[src/rtl/pipeline_hazard_ctrl_pkg.sv]
// pipeline_hazard_ctrl_pkg: register names, hazard FSM states and source-match helper
// shared by the hazard controller and its load-use comparator.
package pipeline_hazard_ctrl_pkg;

   typedef enum logic [4:0] {
      zero, ra, sp, gp, tp, t0, t1, t2, s0, s1, a0, a1, a2, a3, a4, a5,
      a6, a7, s2, s3, s4, s5, s6, s7, s8, s9, s10, s11, t3, t4, t5, t6
   } regName_t;

   typedef enum logic [1:0] {RUN, MEM_WAIT, TIMEOUT} hazard_state_t;

   function automatic logic src_match(input logic uses, input regName_t rs, input regName_t rd);
      return uses && rs == rd;
   endfunction

endpackage

[src/rtl/pipeline_hazard_ctrl_load_use_detect.sv]
// load_use_detect: flags an ID-stage read of a register still being loaded in EX;
// x0 never hazards since it is hardwired to zero.
module load_use_detect
   import pipeline_hazard_ctrl_pkg::*;
(
   input  logic     memRead_EX,
   input  regName_t rd_EX,
   input  regName_t rs1_ID,
   input  regName_t rs2_ID,
   input  logic     usesRs1_ID,
   input  logic     usesRs2_ID,
   output logic     load_use
);

   assign load_use = memRead_EX && rd_EX != zero &&
                     (src_match(usesRs1_ID, rs1_ID, rd_EX) || src_match(usesRs2_ID, rs2_ID, rd_EX));

endmodule

[src/rtl/pipeline_hazard_ctrl.sv]
// pipeline_hazard_ctrl: pipeline-register enable/flush/bubble control for load-use stalls,
// taken-branch squashes and multi-cycle dmem waits with a sticky timeout.
module pipeline_hazard_ctrl
   import pipeline_hazard_ctrl_pkg::*;
#(
   parameter int MEM_TIMEOUT = 64,
   parameter int CNT_W       = 16
)(
   input  logic             clk,
   input  logic             rstN,
   input  regName_t         rs1_ID,
   input  regName_t         rs2_ID,
   input  logic             usesRs1_ID,
   input  logic             usesRs2_ID,
   input  logic             memRead_EX,
   input  regName_t         rd_EX,
   input  logic             branchTaken_EX,
   input  logic             dmemReq_MEM,
   input  logic             dmemReady_MEM,
   output logic             pcWrite,
   output logic             ifidWrite,
   output logic             ifidFlush,
   output logic             idexBubble,
   output logic             idexWrite,
   output logic             exmemWrite,
   output logic             memwbBubble,
   output logic             memErr,
   output logic [CNT_W-1:0] stallCnt
);

   localparam int                WAIT_W = $clog2(MEM_TIMEOUT + 1);
   localparam logic [WAIT_W:0]   TMO    = (WAIT_W + 1)'(MEM_TIMEOUT);

   hazard_state_t     state;
   logic [WAIT_W-1:0] wait_cnt;
   logic [WAIT_W:0]   wait_nxt;
   logic              load_use, mem_wait, run, rel, go, stall, keep_waiting, hit_tmo;

   load_use_detect u_load_use_detect (
      .memRead_EX (memRead_EX),
      .rd_EX      (rd_EX),
      .rs1_ID     (rs1_ID),
      .rs2_ID     (rs2_ID),
      .usesRs1_ID (usesRs1_ID),
      .usesRs2_ID (usesRs2_ID),
      .load_use   (load_use)
   );

   // run: normal RUN cycle; rel: dmem completes while waiting, pipeline advances unmodified
   assign mem_wait = dmemReq_MEM && !dmemReady_MEM;
   assign run      = rstN && state == RUN && !mem_wait;
   assign rel      = rstN && state == MEM_WAIT && dmemReady_MEM;
   assign go       = run || rel;
   assign stall    = run && !branchTaken_EX && load_use;

   assign pcWrite     = go && !stall;
   assign ifidWrite   = go && !stall;
   assign ifidFlush   = run && branchTaken_EX;
   assign idexBubble  = run && (branchTaken_EX || load_use);
   assign idexWrite   = go;
   assign exmemWrite  = go;
   assign memwbBubble = rstN && !go;

   // the cycle that first sees the wait counts as wait cycle 1
   assign keep_waiting = state == RUN ? mem_wait : state == MEM_WAIT && !dmemReady_MEM;
   assign wait_nxt     = state == RUN ? (WAIT_W + 1)'(1) : {1'b0, wait_cnt} + (WAIT_W + 1)'(1);
   assign hit_tmo      = wait_nxt >= TMO;

   always_ff @(posedge clk or negedge rstN) begin
      if (!rstN) begin
         state    <= RUN;
         wait_cnt <= '0;
         memErr   <= 1'b0;
         stallCnt <= '0;
      end else begin
         if (!pcWrite && stallCnt != '1) stallCnt <= stallCnt + CNT_W'(1);
         if (rel) begin
            state    <= RUN;
            wait_cnt <= '0;
         end else if (keep_waiting) begin
            state    <= hit_tmo ? TIMEOUT : MEM_WAIT;
            wait_cnt <= WAIT_W'(wait_nxt);
            if (hit_tmo) memErr <= 1'b1;
         end
      end
   end

endmodule

[config.mk]
export PLATFORM = sky130hd
export DESIGN_NAME = pipeline_hazard_ctrl
export DESIGN_NICKNAME = d
export VERILOG_FILES = /design/src/rtl/pipeline_hazard_ctrl_pkg.sv /design/src/rtl/pipeline_hazard_ctrl_load_use_detect.sv /design/src/rtl/pipeline_hazard_ctrl.sv
export SDC_FILE = /design/constraint.sdc
export NUM_CORES = 1
export LEC_CHECK = 0
export CAP_MARGIN = 25
export CELL_PAD_IN_SITES_DETAIL_PLACEMENT = 1
export CELL_PAD_IN_SITES_GLOBAL_PLACEMENT = 1
export CORE_ASPECT_RATIO = 1.4
export CORE_UTILIZATION = 37
export CTS_CLUSTER_SIZE = 20
export DETAILED_ROUTE_END_ITERATION = 6
export PLACE_DENSITY_LB_ADDON = 0.1
export SKIP_CTS_REPAIR_TIMING = 1
export SLEW_MARGIN = 10
export SYNTH_ARGS = -nofsm -noshare
export SYNTH_HDL_FRONTEND = slang
export SYNTH_SLANG_ARGS = --single-unit
[constraint.sdc]
create_clock -name clk -period 4.1 [get_ports clk]
set_input_delay 1.025 -clock clk [delete_from_list [all_inputs] [get_ports clk]]
set_output_delay 1.025 -clock clk [all_outputs]
set_load 0.02 [all_outputs]
# Yosys cells after proc, flatten, opt, wreduce, memory -nomap -nowiden
# Index checks and enable logic that the tools add are counted.
# totals
regBits,26
in_bits,23
out_inout_bits,24
word_cells,49
# op_classes
order_cmp,1
n_reduce_logical,30
eq_ne,4
bitwise,1
n_mux,7
add_sub_neg,2
# ops
op,n
1-bit logical AND,17
16-bit by 1-bit adder with 16-bit output (second input constant),1
16-bit inequality test (second input constant),1
7-bit 2-to-1 mux,2
5-bit equality test,2
7-bit by 1-bit adder with 8-bit output (second input constant),1
8-bit by 7-bit >= comparator with 1-bit output (second input constant),1
8-bit 2-to-1 mux,1
1-bit logical NOT,6
2-bit 2-to-1 mux,3
5-bit nonzero test,1
1-bit logical OR,3
3-bit AND reduction,1
2-bit by 1-bit equality test with 1-bit output (second input constant),1
2-bit logical NOT,1
2-bit nonzero test,1
1-bit 2-to-1 mux,1
1-bit inverter,1

# Depth between registers and ports, before layout
# Gate-level depths: netlist of run 1.
# depth
word_depth,10
ltp_mapped,8

# Cells and area by module
# A second synthesis of run 1 with hierarchy kept.
# hier_totals
cells_unflattened,157
hier_area_um2,1572.8
# modules_own_cells
module,seq_area_each_um2,instances,cells_each,area_each_um2
pipeline_hazard_ctrl,650.6,1,140,1438.9
load_use_detect,0.0,1,17,133.9

# Least setup slack after synthesis of run 1
# No wires, ideal clock.
# synth_path
path_type,input -> output
from,input rd_EX[0]
to,output pcWrite
slack_ns,0.767
t_arrival_ns,2.308
cell_stages,6
path_cell_list,or4_4 > o21ai_2 > nor3b_2 > a21oi_4 > buf_6 > buf_4
# synth_between
elab_chain_cells,7
# synth_lines
item,line,text
from (decl),pipeline_hazard_ctrl.sv:16,"input regName_t rd_EX,"
5-bit equality test,pipeline_hazard_ctrl_pkg.sv:13,return uses && rs == rd;
1-bit logical AND,pipeline_hazard_ctrl_pkg.sv:13,
1-bit logical OR,pipeline_hazard_ctrl_load_use_detect.sv:16,"(src_match(usesRs1_ID, rs1_ID, rd_EX) || src_match(usesRs2_ID, rs2_ID, rd_EX));"
1-bit logical AND (*),pipeline_hazard_ctrl_load_use_detect.sv:15,assign load_use = memRead_EX && rd_EX != zero &&
1-bit logical AND (*),pipeline_hazard_ctrl.sv:54,assign stall = run && !branchTaken_EX && load_use;
1-bit logical NOT (*),-,
1-bit logical AND (*),-,
to (decl),pipeline_hazard_ctrl.sv:20,"output logic pcWrite,"
# Every way passes the cells marked *; elsewhere a longest branch is shown, timed or not.

# Worst setup path in the final report of run 1
# layout_path
from,input dmemReq_MEM
to,output memwbBubble
# layout_between
elab_chain_cells,6
# layout_lines
item,line,text
from (decl),pipeline_hazard_ctrl.sv:18,"input logic dmemReq_MEM,"
1-bit logical AND,pipeline_hazard_ctrl.sv:50,assign mem_wait = dmemReq_MEM && !dmemReady_MEM;
1-bit logical NOT,pipeline_hazard_ctrl.sv:51,assign run = rstN && state == RUN && !mem_wait;
1-bit logical AND,pipeline_hazard_ctrl.sv:51,
1-bit logical OR,pipeline_hazard_ctrl.sv:53,assign go = run || rel;
1-bit logical NOT,pipeline_hazard_ctrl.sv:62,assign memwbBubble = rstN && !go;
1-bit logical AND,pipeline_hazard_ctrl.sv:62,
to (decl),pipeline_hazard_ctrl.sv:26,"output logic memwbBubble,"
# No other way between the ends.

==> key figures, run 1 <==
Run status
  • Status: completed

Die
  • Die Wd: 56.2 um
  • Die Area: 4370 sq um
  • Initial Utilization: 38.8%
  • Core ar.: 3920 sq um
  • Chip height: 77.8 um
  • Number of top-level pins: 47
  • Number of cell rows: 27

CTS
  • CTS tree: done
  • H-tree depth: 1
  • Clock-pin slew on the worst setup and hold paths: 100 ps
  • Clk buf depth: 2
  • Clk_lat worst skew: 280 ps
  • Total CTS buffers: 3
  • Clk sink count: 26
  • Clock root cell: clkbuf_8

Timing
  • RSZ-0062 raised after global routing: no
  • FMAX: 257 MHz
  • Hold WS: 494 ps
  • # setup viols final: 0
  • Rel. slew slack: 53.9%
  • Final WS setup: 213 ps
  • Min Tclk post-route: 3890 ps
  • Slew @ Worst Pin: 685 ps
  • Period utilization: 94.8%
  • Slew Limit Fails: 0
  • Worst Clk Skew: 5.66 ps
  • Final Hold Fails: 0

Global routing
  • Total grt overflow: 0
  • Initial antenna violation count: 0
  • Wire length of the first global-routing pass: 7.25 mm
  • Vias in the first global route: 1509
  • Largest net degree at the start of global routing: 29
  • Total track usage: 20.8%

Power
  • Sequential power share: 41.4%
  • Sw Ratio: 34.4%
  • Leakage: 0.955 nW
  • Switching Power: 0.325 mW
  • Cell Pwr Density: 442 nW/um^2
  • Combinational share of power: 35.3%
  • Clk network pwr share: 23.3%
  • Worst VDD drop: 0.351 mV
  • Pint: 0.621 mW

Route
  • Residual DRC: 0
  • ANT nets after route: 0
  • Vias/cell: 5.27
  • Final wirelength: 4.21 mm
  • Drt wl/cell: 16.7 um
  • 1st-iter DRT viols: 50
  • Vias post-DR: 1333
  • Number of iterations in the first detailed-routing pass: 3

Cells and area
  • Fillcell total: 445
  • Area Overhead vs Synth: 40.9%
  • Antenna cells: 0
  • Cell Count, Final, Fillers Out: 253
  • Layout cells sized above 1: 11.4%
  • # nets final: 236

Logic synthesis
  • Avg Inst Size Synth: 9.74 sq um
  • Post-synthesis instance total: 156
  • Area leader, netlist: dfrtp_1
  • Synthesized Nets: 181
  • Cell with the most instances after synthesis: dfrtp_1
  • Warnings, synthesis: 0
  • Dominant synthesized flop cell: dfrtp_1
  • Mapped Area: 1520 sq um
  • Synth cell types: 44
  • Seq/Total Area, Yosys: 42.8%
  • Post-synth top cells: 26 x dfrtp_1, 18 x nand2_1, 16 x xor2_1, 10 x xnor2_1
  • Top cells by area, synth: dfrtp_1 43%, xor2_1 9.2%, xnor2_1 5.8%
  • Synth async-reset ratio: 100%
  • EDFF count, synth: 0
  • Yosys reg bits: 26
  • Yosys top cell area share: 42.8%

Placed design
  • Placer Congestion: 0.792
  • Place WS: 1.75 ps
  • Post-DP HPWL: 3.21 mm
  • IO Port Bufs: 46
  • Placed insts: 249

Setup path
  • Slowest-stage cell, CP: clkdlybuf4s50_1
  • Endpoint type of the worst setup path: output port
  • Worst path arrival time: 2860 ps
  • Worst setup startpoint: dmemReq_MEM
  • CP max FO: 3
  • Critical path cell sequence: clkdlybuf4s50_1 -> nor2_1 -> o21bai_1 -> inv_1 -> nor2_1 -> clkdlybuf4s50_1
  • Reg2reg start: state[1]
  • Worst R2R Setup Slack: 1990 ps
  • CP top delay family: buffers and inverters
  • Crit path largest cell delay: 610 ps
  • Req. time, crit path: 3070 ps
  • Crit path launch type: input port
  • CP Class: in -> out
  • WP buf/inv: 3

Hold path
  • HP Start: stallCnt[4]
  • HP Class: reg -> reg

Flow run
  • # Max-Cap Violations: 0
==> power groups by stage <==
stage	sequential, mW	combinational (mW)	clock [mW]
5_1_grt	0.403	0.358	0.232
2_1_floorplan	0.452	0.0960	0
4_1_cts	0.393	0.339	0.223
3_3_place_gp	0.391	0.329	0
3_5_place_dp	0.396	0.334	0
6_report	0.391	0.334	0.221
==> kinds of logic after synthesis <==
logic type               Yosys count  synth area share (%)
multiplexers                       2                  1.65
AND/OR/NAND/NOR                   69                  24.7
buffers and inverters              7                  2.80
XOR/XNOR                          26                  15.0
AO/OA/AOI/OAI                     24                  11.4
adder cells (fa/ha/maj)            2                  1.65
flip-flops                        26                  42.8
==> path summary, 6_finish.rpt <==
kind,cells after the start,end
worst min-delay path,1,stallCnt[4]
worst min register to register,1,stallCnt[4]
worst max register to register,7,stallCnt[14]
min in group asynchronous,2,wait_cnt[1]
max in group asynchronous,2,stallCnt[0]
worst max-delay path,6,memwbBubble
==> stage by stage <==
| step | TNS (ps) | util (%) | total power [mW] | cell area, sq um |
|---|---|---|---|---|
| after global routing | 0 | 54.6 | 0.992 | 2140 |
| after floorplan | 0 | - | 0.548 | 1520 |
| after detailed placement | 0 | 52.6 | 0.730 | 2060 |
| after global placement | 0 | 52.6 | 0.720 | 2060 |
| final | 0 | 54.6 | 0.946 | 2140 |
| after CTS | -55.9 | 54.4 | 0.955 | 2130 |
==> final cells by class <==
cell class | instances | area, sq um | area share, %
Multi-Input combinational cell | 123 | 826 | 38.6
Clock buffer | 3 | 41.3 | 1.93
Tap cell | 43 | 53.8 | 2.51
Inverter | 3 | 11.3 | 0.526
Clock inverter | 1 | 30.0 | 1.40
Sequential cell | 26 | 651 | 30.4
Timing Repair Buffer | 54 | 528 | 24.7
==> cells in the final DEF (no fill, tap or decap), types with 4 or more instances in the layout <==
| cell | Yosys | routed |
|---|---|---|
| nand2_1 | 18 | 18 |
| nand4_1 | 6 | 6 |
| o21ai_0 | 8 | 8 |
| buf_4 | 2 | 8 |
| xor2_1 | 16 | 16 |
| xnor2_1 | 10 | 10 |
| and3_1 | 4 | 4 |
| nand3_1 | 6 | 6 |
| nor3_1 | 8 | 8 |
| clkdlybuf4s50_1 | 0 | 43 |
| nor2_1 | 8 | 8 |
| dfrtp_1 | 26 | 26 |
==> registers in the layout, indices dropped and copies added (netlist names) <==
signal / count
wait_cnt: 7
state: 2
stallCnt: 16
memErr: 1
==> per-layer routing <==
| metal | share of wire [%] | track usage, % | vias up |
|---|---|---|---|
| li1 | - | - | 653 |
| met1 | 40 | 23.7 | 660 |
| met2 | 57 | 39.8 | 16 |
| met3 | 1.6 | 1.83 | 4 |
| met4 | 1.1 | 6.59 | 0 |
| met5 | 0 | 0 | - |
==> worst reg2reg max path: cells and delay by family, from the launching register on <==
kind / cells / cell delay [ps]
AOI/OAI and AO/OA: 1 / 110
xor gates and xnor gates: 1 / 200
buffers and inverters: 1 / 220
DFF: 1 / 400
and+or+nand+nor: 4 / 1110
(Power assumes the default switching activity.)
==> inputs of run 2 (changes only) <==
- SLEW_MARGIN: 10 -> default
==> results of run 2 <==
Final layout, timing and power as in run 1 (identical DEF).
